===== src/rtl/matrix_pkg.sv =====
// Shared constants, state encoding and element indexing for the matrix unit.
package matrix_pkg;

    localparam int MAX_DIM = 5;
    localparam int ELEM_W  = 16;
    localparam int DIM_W   = 3;
    localparam int SRC_W   = MAX_DIM * MAX_DIM * 8;       // packed 8-bit source matrix
    localparam int PROD_W  = MAX_DIM * MAX_DIM * ELEM_W;  // packed 16-bit product matrix
    localparam int IDX_W   = $clog2(MAX_DIM * MAX_DIM);

    typedef enum logic [1:0] {
        ST_IDLE   = 2'd0,
        ST_STREAM = 2'd1,
        ST_DONE   = 2'd2
    } state_t;

    // Flat row-major slot of element (r,c) inside the packed product.
    function automatic logic [IDX_W-1:0] elem_idx(input logic [DIM_W-1:0] r,
                                                  input logic [DIM_W-1:0] c);
        return IDX_W'(r) * IDX_W'(MAX_DIM) + IDX_W'(c);
    endfunction

endpackage


===== src/rtl/matrix_rc_counter.sv =====
// Row/column walker over an m x n matrix. Holds its own copy of the bounds
// and keeps eol/last registered so they line up with the indices.
module matrix_rc_counter #(
    parameter int DIM_W = 3
) (
    input  logic             clk,
    input  logic             reset,
    input  logic             load,
    input  logic             advance,
    input  logic [DIM_W-1:0] m,
    input  logic [DIM_W-1:0] n,
    output logic [DIM_W-1:0] row,
    output logic [DIM_W-1:0] col,
    output logic [DIM_W-1:0] next_row,
    output logic [DIM_W-1:0] next_col,
    output logic             eol,
    output logic             last
);

    logic [DIM_W-1:0] row_r, col_r, m_r, n_r;
    logic             eol_r, last_r;
    logic [DIM_W-1:0] next_row_s, next_col_s;
    logic             next_eol_s, next_last_s;

    // Position the walk reaches after one more element, with its end flags.
    always_comb begin
        if (col_r == n_r - DIM_W'(1)) begin
            next_col_s = DIM_W'(0);
            next_row_s = row_r + DIM_W'(1);
        end else begin
            next_col_s = col_r + DIM_W'(1);
            next_row_s = row_r;
        end
        next_eol_s  = (next_col_s == n_r - DIM_W'(1));
        next_last_s = next_eol_s && (next_row_s == m_r - DIM_W'(1));
    end

    // Load restarts at (0,0) with fresh bounds; advance steps one element.
    always_ff @(posedge clk or negedge reset) begin
        if (!reset) begin
            row_r  <= DIM_W'(0);
            col_r  <= DIM_W'(0);
            m_r    <= DIM_W'(0);
            n_r    <= DIM_W'(0);
            eol_r  <= 1'b0;
            last_r <= 1'b0;
        end else if (load) begin
            row_r  <= DIM_W'(0);
            col_r  <= DIM_W'(0);
            m_r    <= m;
            n_r    <= n;
            eol_r  <= (n == DIM_W'(1));
            last_r <= (n == DIM_W'(1)) && (m == DIM_W'(1));
        end else if (advance) begin
            row_r  <= next_row_s;
            col_r  <= next_col_s;
            eol_r  <= next_eol_s;
            last_r <= next_last_s;
        end else begin
            row_r  <= row_r;
            col_r  <= col_r;
        end
    end

    assign row      = row_r;
    assign col      = col_r;
    assign next_row = next_row_s;
    assign next_col = next_col_s;
    assign eol      = eol_r;
    assign last     = last_r;

endmodule


===== src/rtl/matrix_result_streamer.sv =====
// Captures a packed product matrix on start and streams it row-major over
// a valid/ready port. All outputs come straight from registers.
module matrix_result_streamer #(
    parameter int MAX_DIM = matrix_pkg::MAX_DIM,
    parameter int ELEM_W  = matrix_pkg::ELEM_W,
    parameter int DIM_W   = matrix_pkg::DIM_W
) (
    input  logic                                clk,
    input  logic                                reset,
    input  logic                                start,
    input  logic [DIM_W-1:0]                    c_m,
    input  logic [DIM_W-1:0]                    c_n,
    input  logic [MAX_DIM*MAX_DIM*ELEM_W-1:0]   aMulB,
    input  logic                                valid,
    input  logic                                mulError,
    input  logic                                abort,
    output logic                                busy,
    output logic                                out_valid,
    input  logic                                out_ready,
    output logic [ELEM_W-1:0]                   out_data,
    output logic [DIM_W-1:0]                    out_row,
    output logic [DIM_W-1:0]                    out_col,
    output logic                                out_eol,
    output logic                                out_last,
    output logic                                done,
    output logic                                err
);

    import matrix_pkg::*;

    state_t              state_r;
    logic [ELEM_W-1:0]   elems_r [MAX_DIM*MAX_DIM];
    logic [ELEM_W-1:0]   out_data_r;
    logic                out_valid_r, busy_r, done_r, err_r;
    logic                start_ok_s, load_s, transfer_s, advance_s;
    logic [DIM_W-1:0]    next_row_s, next_col_s;
    logic [IDX_W-1:0]    next_idx_s;

    // Decode start acceptance and the output handshake.
    always_comb begin
        start_ok_s = start && valid && !mulError
                  && (c_m != DIM_W'(0)) && (c_m <= DIM_W'(MAX_DIM))
                  && (c_n != DIM_W'(0)) && (c_n <= DIM_W'(MAX_DIM));
        load_s     = (state_r == ST_IDLE) && start_ok_s;
        transfer_s = (state_r == ST_STREAM) && out_valid_r && out_ready;
        advance_s  = transfer_s && !abort;
        next_idx_s = elem_idx(next_row_s, next_col_s);
    end

    matrix_rc_counter #(.DIM_W(DIM_W)) u_rc (
        .clk      (clk),
        .reset    (reset),
        .load     (load_s),
        .advance  (advance_s),
        .m        (c_m),
        .n        (c_n),
        .row      (out_row),
        .col      (out_col),
        .next_row (next_row_s),
        .next_col (next_col_s),
        .eol      (out_eol),
        .last     (out_last)
    );

    // Stream controller: capture, element selection and status pulses.
    always_ff @(posedge clk or negedge reset) begin
        if (!reset) begin
            state_r     <= ST_IDLE;
            out_data_r  <= ELEM_W'(0);
            out_valid_r <= 1'b0;
            busy_r      <= 1'b0;
            done_r      <= 1'b0;
            err_r       <= 1'b0;
            for (int i = 0; i < MAX_DIM*MAX_DIM; i++) begin
                elems_r[i] <= ELEM_W'(0);
            end
        end else begin
            done_r <= 1'b0;
            err_r  <= 1'b0;
            case (state_r)
                ST_IDLE: begin
                    if (load_s) begin
                        for (int i = 0; i < MAX_DIM*MAX_DIM; i++) begin
                            elems_r[i] <= aMulB[i*ELEM_W +: ELEM_W];
                        end
                        // Element (0,0) sits in the lowest slot of the input.
                        out_data_r  <= aMulB[ELEM_W-1:0];
                        out_valid_r <= 1'b1;
                        busy_r      <= 1'b1;
                        state_r     <= ST_STREAM;
                    end else if (start) begin
                        err_r <= 1'b1;
                    end else begin
                        state_r <= ST_IDLE;
                    end
                end
                ST_STREAM: begin
                    if (abort) begin
                        out_valid_r <= 1'b0;
                        busy_r      <= 1'b0;
                        state_r     <= ST_IDLE;
                    end else if (transfer_s && out_last) begin
                        out_valid_r <= 1'b0;
                        done_r      <= 1'b1;
                        state_r     <= ST_DONE;
                    end else if (transfer_s) begin
                        out_data_r <= elems_r[next_idx_s];
                    end else begin
                        state_r <= ST_STREAM;
                    end
                end
                ST_DONE: begin
                    // busy stays up through the done cycle and drops with it.
                    busy_r  <= 1'b0;
                    state_r <= ST_IDLE;
                end
                default: begin
                    out_valid_r <= 1'b0;
                    busy_r      <= 1'b0;
                    state_r     <= ST_IDLE;
                end
            endcase
        end
    end

    assign out_data  = out_data_r;
    assign out_valid = out_valid_r;
    assign busy      = busy_r;
    assign done      = done_r;
    assign err       = err_r;

endmodule


===== config.mk =====
export PLATFORM = sky130hd
export DESIGN_NAME = matrix_result_streamer
export DESIGN_NICKNAME = d
export VERILOG_FILES = /design/src/rtl/matrix_pkg.sv /design/src/rtl/matrix_rc_counter.sv /design/src/rtl/matrix_result_streamer.sv
export SDC_FILE = /design/constraint.sdc
export NUM_CORES = 1
export LEC_CHECK = 0
export CAP_MARGIN = 40
export CORE_ASPECT_RATIO = 1.75
export CORE_UTILIZATION = 55
export DETAILED_ROUTE_END_ITERATION = 8
export PLACE_DENSITY_LB_ADDON = 0.1
export SYNTH_ARGS = -nofsm -noshare
export SYNTH_HDL_FRONTEND = slang
export SYNTH_SLANG_ARGS = --single-unit

===== constraint.sdc =====
create_clock -name clk -period 11.7 [get_ports clk]
set_clock_uncertainty 0.15 [all_clocks]
set_input_delay 2.34 -clock clk [delete_from_list [all_inputs] [get_ports clk]]
set_output_delay 2.34 -clock clk [all_outputs]
set_load 0.01 [all_outputs]

## Word-level counts from Yosys, hierarchy flattened

Cells that the tools add are included.

| storage, ports and cells | value |
|---|---|
| register bits | 436 |
| input bits | 413 |
| output and inout bits | 28 |

| cells by class | value |
|---|---|
| $add $sub $neg | 5 |
| multiply operators | 1 |
| order comparisons | 3 |
| eq/ne operators | 15 |
| muxes and demuxes | 36 |
| bitwise operators | 2 |
| reductions and logical operators | 25 |

Operators with widths:

| operator | count |
|---|---|
| two-way mux 16 bit | 6 |
| binary-select mux 16 bit (select 5 bit) | 1 |
| case mux 16 bit (2 select lines) | 1 |
| two-way mux 3 bit | 6 |
| two-way mux 1 bit | 14 |
| logical AND 1 bit | 13 |
| two-way mux 2 bit | 5 |
| != test 2 bit (second input constant) | 5 |
| equality test 3 bit | 3 |
| adder 3 x 1 -> 3 bit (second input constant) | 2 |
| equality test 3 x 1 -> 1 bit (second input constant) | 2 |
| greater-or-equal comparator 6 bit (second input constant) | 1 |
| less-or-equal comparator 3 bit (second input constant) | 2 |
| inverter 5 -> 6 bit | 1 |
| AND reduction 2 bit | 3 |
| nonzero test 3 bit | 2 |
| subtractor 3 x 1 -> 3 bit (second input constant) | 2 |
| adder 5 x 3 -> 5 bit | 1 |
| multiplier 3 x 3 -> 5 bit (second input constant) | 1 |
| AND reduction 5 bit | 1 |
| != test 4 x 3 -> 1 bit (second input constant) | 1 |
| case mux 2 bit (2 select lines) | 1 |
| nonzero test 2 bit | 2 |
| != test 3 x 2 -> 1 bit (second input constant) | 1 |
| 9 further kinds | 10 |

## Depth between registers and ports, before layout

| depth | value |
|---|---|
| word-level depth | 13 |
| mapped depth | 20 |

## Hierarchy

A second synthesis with hierarchy kept.

| unflattened totals | value |
|---|---|
| cell total of the unflattened synthesis | 2,171 |
| area total of the unflattened synthesis | 20,236.9 um^2 |

By module, submodules not included:

| module | times used | cells each | area an instance (um^2) | seq. area each (um^2) |
|---|---|---|---|---|
| matrix_result_streamer | 1 | 2,072 | 19,308.5 | 10,560.1 |
| matrix_rc_counter | 1 | 99 | 928.4 | 350.3 |

## Worst setup path after synthesis

Ideal clock, no wire load.

| timing path | value |
|---|---|
| kind | reg2reg |
| from | register u_rc.n_r[0] |
| to | register out_data_r[11] (netlist: out_data[11]) |
| library setup time | 0.101 ns |
| arrival time | 5.537 ns |
| data required time | 11.449 ns |
| path slack | 5.913 ns |
| cell stages (with the launch flop) | 21 |
| path through | dfrtp_1 -> clkbuf_1 -> inv_1 -> ha_1 -> xor3_2 -> nor3_1 -> mux2i_1 -> inv_1 -> ha_1 -> ha_1 -> fa_1 -> clkbuf_1 -> nor2b_1 -> clkbuf_1 -> nand2_1 -> clkbuf_1 -> o31ai_1 -> or4_1 -> or4_1 -> o211a_1 -> o311ai_2 |

| on the way | value |
|---|---|
| word-level cells in the longest chain between the ends | 13 |
| elaborated cells between the ends (all ways) | 14 |
| classes of those cells | 2 x add/sub; 1 x mul; 1 x eq/ne; 9 x mux; 1 x bitwise |

RTL lines:

| what | RTL line | RTL |
|---|---|---|
| start, declared | matrix_rc_counter.sv:20 | `logic [DIM_W-1:0] row_r, col_r, m_r, n_r;` |
| start signal, assigned | matrix_rc_counter.sv:51 | `n_r <= n;` |
| subtractor 3 x 1 -> 3 bit (*) | matrix_rc_counter.sv:27 | `if (col_r == n_r - DIM_W'(1)) begin` |
| equality test 3 bit (*) | matrix_rc_counter.sv:27 |  |
| two-way mux 3 bit | matrix_rc_counter.sv:27 |  |
| multiplier 3 x 3 -> 5 bit | matrix_pkg.sv:20 | `return IDX_W'(r) * IDX_W'(MAX_DIM) + IDX_W'(c);` |
| adder 5 x 3 -> 5 bit (*) | matrix_pkg.sv:20 |  |
| inverter 5 -> 6 bit (not written as such) (*) | matrix_result_streamer.sv:107 | `out_data_r <= elems_r[next_idx_s];` |
| binary-select mux 16 bit (select 5 bit) (*) | matrix_result_streamer.sv:107 |  |
| two-way mux 16 bit (not written as such) (*) (2 in a row) | matrix_result_streamer.sv:107 |  |
| two-way mux 16 bit (*) | matrix_result_streamer.sv:106 | `end else if (transfer_s) begin` |
| two-way mux 16 bit (*) | matrix_result_streamer.sv:102 | `end else if (transfer_s && out_last) begin` |
| two-way mux 16 bit (*) | matrix_result_streamer.sv:98 | `if (abort) begin` |
| case mux 16 bit (2 select lines) (*) | matrix_result_streamer.sv:80 | `case (state_r)` |
| end signal, assigned | matrix_result_streamer.sv:87 | `out_data_r <= aMulB[ELEM_W-1:0];` |
| end signal, assigned | matrix_result_streamer.sv:107 |  |
| end, declared | matrix_result_streamer.sv:33 | `logic [ELEM_W-1:0] out_data_r;` |

Every way passes the cells marked *; elsewhere a longest branch is shown, timed or not. The select of a mux whose other input is x is not followed.
A chain may end at the register's enable or synchronous reset.

## Final worst setup path

| timing path | value |
|---|---|
| from | register u_rc.n_r[0] |
| to | register out_data_r[9] (netlist: out_data[9]) |

Same word-level chain as after synthesis.

==> results.md <==
STA
• setup repair after global routing missed its margin: no
• final critical-path required period: 6.449 ns
• final worst slack: 5.251 ns
• final setup violation count: 0
• worst slew margin relative to its limit: 12.15%
• actual transition at the worst max-transition pin: 1.318 ns
• Pins Over Slew Limit: 0
• top achievable clock speed: 155.1 MHz
• Total Negative Setup Slacks: 0 ns
• hold slack final: 0.3220 ns
• fin crit share: 55.12%
• final hold vios: 0

CTS
• setup bufs post-CTS: 0
• total number of clock tree sinks: 436
• number of hold buffers added after CTS: 0
• post_cts resized: 0
• number of clock buffers inserted by TritonCTS: 40
• H-tree depth: 2
• CTS root buffer: clkbuf_16
• clock tree from TritonCTS: built
• register clock-pin slew on the reported worst setup and hold paths: 0.07 ns
• clock latency on the worst-skew pair: 0.57 ns
• maximum number of buffers from clock root to sink: 3

Worst setup path
• slowest CP cell: dfrtp_1
• Crit Path Max Fanout: 27
• type of origin of the critical path: flip-flop
• path type of the worst setup path: reg -> reg
• Required @ worst endpoint: 11.96 ns
• Worst Setup End Kind: flip-flop
• critical path, cell by cell: inv_1 -> ha_1 -> xor3_2 -> nor3_1 -> mux2i_1 -> inv_1 -> ha_1 -> ha_2 -> fa_1 -> buf_4 -> clkinv_1 -> nor2_2 -> buf_4 -> a32oi_1 -> a221oi_1 -> a211oi_1
• slowest cell delay on critical path: 0.55 ns
• data arrival at the endpoint of the critical path: 6.71 ns
• length in cells of the worst reg-to-reg path: 16

Logic synthesis
• Synthesized Nets: 2892
• yosys synthesis warning count: 0
• main combinational cell family by area after synthesis: simple AND/OR/NAND/NOR gates
• synthesized area per cell: 8.473 um2
• number of synthesized register bits: 436
• simple-gate area share of the yosys netlist: 28.01%
• Synth Area in Compound Gates: 9.888%
• dominant synthesized flop cell: dfrtp_1
• area share of the largest cell type after synthesis: 52.19%
• Synth Instances: 2467
• multiplexer area fraction after synthesis: 4.471%
• arithmetic-cell share of the synthesized area counting full adders, half adders and majority gates: 0.7542%
• async set-or-reset flop fraction in the synthesized netlist: 100.0%
• Post-Synth XOR/XNOR Area: 0.9756%
• sequential-to-total area share from yosys stat: 52.19%
• area of the mapped netlist: 20900 um2
• leading post-synthesis cells by cell area: dfrtp_1 52%, nand2_1 24%, clkbuf_1 2.4%
• post-synthesis cell type with the largest combined area: dfrtp_1
• synth unique cells: 71
• number of flops mapped to enable cells by yosys: 0

Drt
• total iterations of the first detailed-routing run: 6
• overall via count from detail_route: 19560
• WL final: 74.65 mm
• remaining number of nets flagged by the antenna check after routing: 0
• Residual DRC: 0
• Routed wire per std cell: 22.31 um
• detail-routed via count per cell: 5.845
• drt initial violations: 1841

Cells and area
• Final Util: 72.09%
• share of layout cells above drive strength 1: 5.333%
• nets@finish: 3245
• area of combinational cells with multiple inputs: 9295 um2
• fill cell count: 2870
• area added between synthesis and finish: 29.39%
• sequential standard cell area: 10910 um2

Placed design
• GPL Wtd Cong: 0.9388
• detailed-placement wirelength estimate: 53.07 mm
• # port buffers: 440
• worst slack after detailed placement: 5.353 ns

Die
• Chip Width: 149.4 um
• die area: 38820 um2
• count of standard-cell rows: 94
• die height: 259.9 um
• area inside the core boundary: 37520 um2
• boundary pin count: 441
• starting density of the core: 55.72%

Pwr
• switching power total: 2.742 mW
• proportion of power drawn by combinational gates: 44.9%
• maximum VDD drop: 213.6 uV
• proportion of power drawn by the clock network: 21.5%
• ratio of total power to cell area: 240.0 nW/um2
• internal power: 3.751 mW
• sw frac: 42.23%
• part of the total power dissipated in sequential elements: 33.6%
• total power: 6.493 mW
• leakage component of the power: 13.00 nW

Worst hold path
• hold path cells: 2
• worst min-delay path category: reg -> reg

Run
• number of max-cap violations: 0

Global routing
• number of antenna violations at the first check in global routing: 16
• vias in the first global route: 19740
• maximum number of pins on one net before global-route repair: 242
• global-route wire length before repair: 111.3 mm
• GRT Resource Usage Total: 38.83%
• GR Overflow Total: 0

Status
• run status: finished clean

==> registers in the layout, summed over array words and instances (netlist names), 2 cells and up <==
register,count
elems_r,400
out_data,16
u_rc.col,3
u_rc.m_r,3
u_rc.n_r,3
u_rc.row,3
state_r,2
==> worst paths after layout <==
path / start / slack (ns) / endpoint
setup / recovery: u_rc.n_r[0]$_DFFE_PN0N_ / 5.25 / out_data[9]$_DFFE_PN0P_
hold / removal: elems_r[22]$_DFFE_PN0P_ / 0.32 / elems_r[22]$_DFFE_PN0P_
setup reg to reg: u_rc.n_r[0]$_DFFE_PN0N_ / 5.25 / out_data[9]$_DFFE_PN0P_
hold reg to reg: elems_r[22]$_DFFE_PN0P_ / 0.32 / elems_r[22]$_DFFE_PN0P_
max in group asynchronous: reset / 7.80 / elems_r[38]$_DFFE_PN0P_
min in group asynchronous: reset / 1.66 / elems_r[145]$_DFFE_PN0P_
==> layer usage <==
layer	up-vias	global-route usage [%]	wire (um)
met4	0	35.09	7501
met2	1113	64.81	36780
met3	310	5.947	5934
met1	9289	42.24	24440
met5	-	0	0
li1	8844	-	-
==> cell type report <==
class                           instances  area share, %
Inverter                               15         0.2082
Tap cell                              480          2.220
Multi-Input combinational cell       1852          34.36
Timing Repair Buffer                  475          17.58
Clock inverter                         11         0.5505
Clock buffer                           61          4.593
Antenna cell                           16         0.1480
Sequential cell                       436          40.34
==> power by group through the flow <==
stage	sequential (mW)	clock (mW)	combinational, mW
final	2.18	1.40	2.92
after CTS	2.17	1.41	2.86
after global routing	2.22	1.46	3.06
after floorplan	2.10	0	1.80
after detailed placement	2.19	0	2.84
after global placement	2.18	0	2.79
==> cells in the mapped netlist (13+ instances only) <==
cell,n
nand3_1,28
mux4_2,19
nor3_1,28
o31a_1,28
a21oi_1,28
xnor2_1,13
clkbuf_1,132
buf_2,17
a211oi_1,40
nor2_1,29
a31oi_1,19
nand2_1,1338
o21ai_0,24
dfrtp_1,436
o31ai_1,20
a221oi_1,19
mux2i_1,45
inv_1,13
==> critical path, delay by kind of cell (launching register included) <==
| kind | cells | cell delay, ns |
|---|---|---|
| multiplexers | 1 | 0.39 |
| flip-flops | 1 | 0.55 |
| AND/OR/NAND/NOR | 2 | 0.73 |
| AO/OA/AOI/OAI | 3 | 1.02 |
| adder cells (fa/ha/maj) | 4 | 1.34 |
| XOR/XNOR | 1 | 0.51 |
| buffers and inverters | 5 | 1.57 |
==> through the flow <==
step	area (um2)	instances
2_1_floorplan	20900	2467
3_3_place_gp	25520	3253
3_5_place_dp	25610	3257
4_1_cts	27000	3329
5_1_grt	27050	3345
6_report	27050	3346
==> cell usage in the layout, fill, tap and decap left out, types with 8 or more instances in the layout <==
cell | Yosys | layout
nand2_1 | 1338 | 1337
clkdlybuf4s50_1 | 0 | 439
dfrtp_1 | 436 | 436
mux2i_1 | 45 | 45
clkbuf_16 | 0 | 42
a211oi_1 | 40 | 40
buf_4 | 1 | 29
a21oi_1 | 28 | 28
nand3_1 | 28 | 28
nor2_1 | 29 | 28
o31a_1 | 28 | 28
nor3_1 | 28 | 28
o21ai_0 | 24 | 24
o31ai_1 | 20 | 20
mux4_2 | 19 | 19
a31oi_1 | 19 | 19
a221oi_1 | 19 | 19
diode_2 | 0 | 16
inv_1 | 13 | 13
nand4_1 | 12 | 12
xnor2_1 | 13 | 12
o22ai_1 | 12 | 12
clkbuf_8 | 0 | 12
nand2b_1 | 11 | 11
ha_1 | 11 | 10
or4_1 | 9 | 9
a32oi_1 | 9 | 9
a311oi_1 | 9 | 8
a22oi_1 | 8 | 8
==> logic make-up (layout without fill, tap and decap cells) <==
logic type	count (synthesis)	after routing
muxes	69	69
and+or+nand+nor	1484	1484
AOI/OAI and AO/OA	268	268
other	0	16
buffers and inverters	179	562
adders and majority gates	12	12
DFF	436	436
xor gates and xnor gates	19	19
Note: power is estimated with default switching activity, not from simulation.
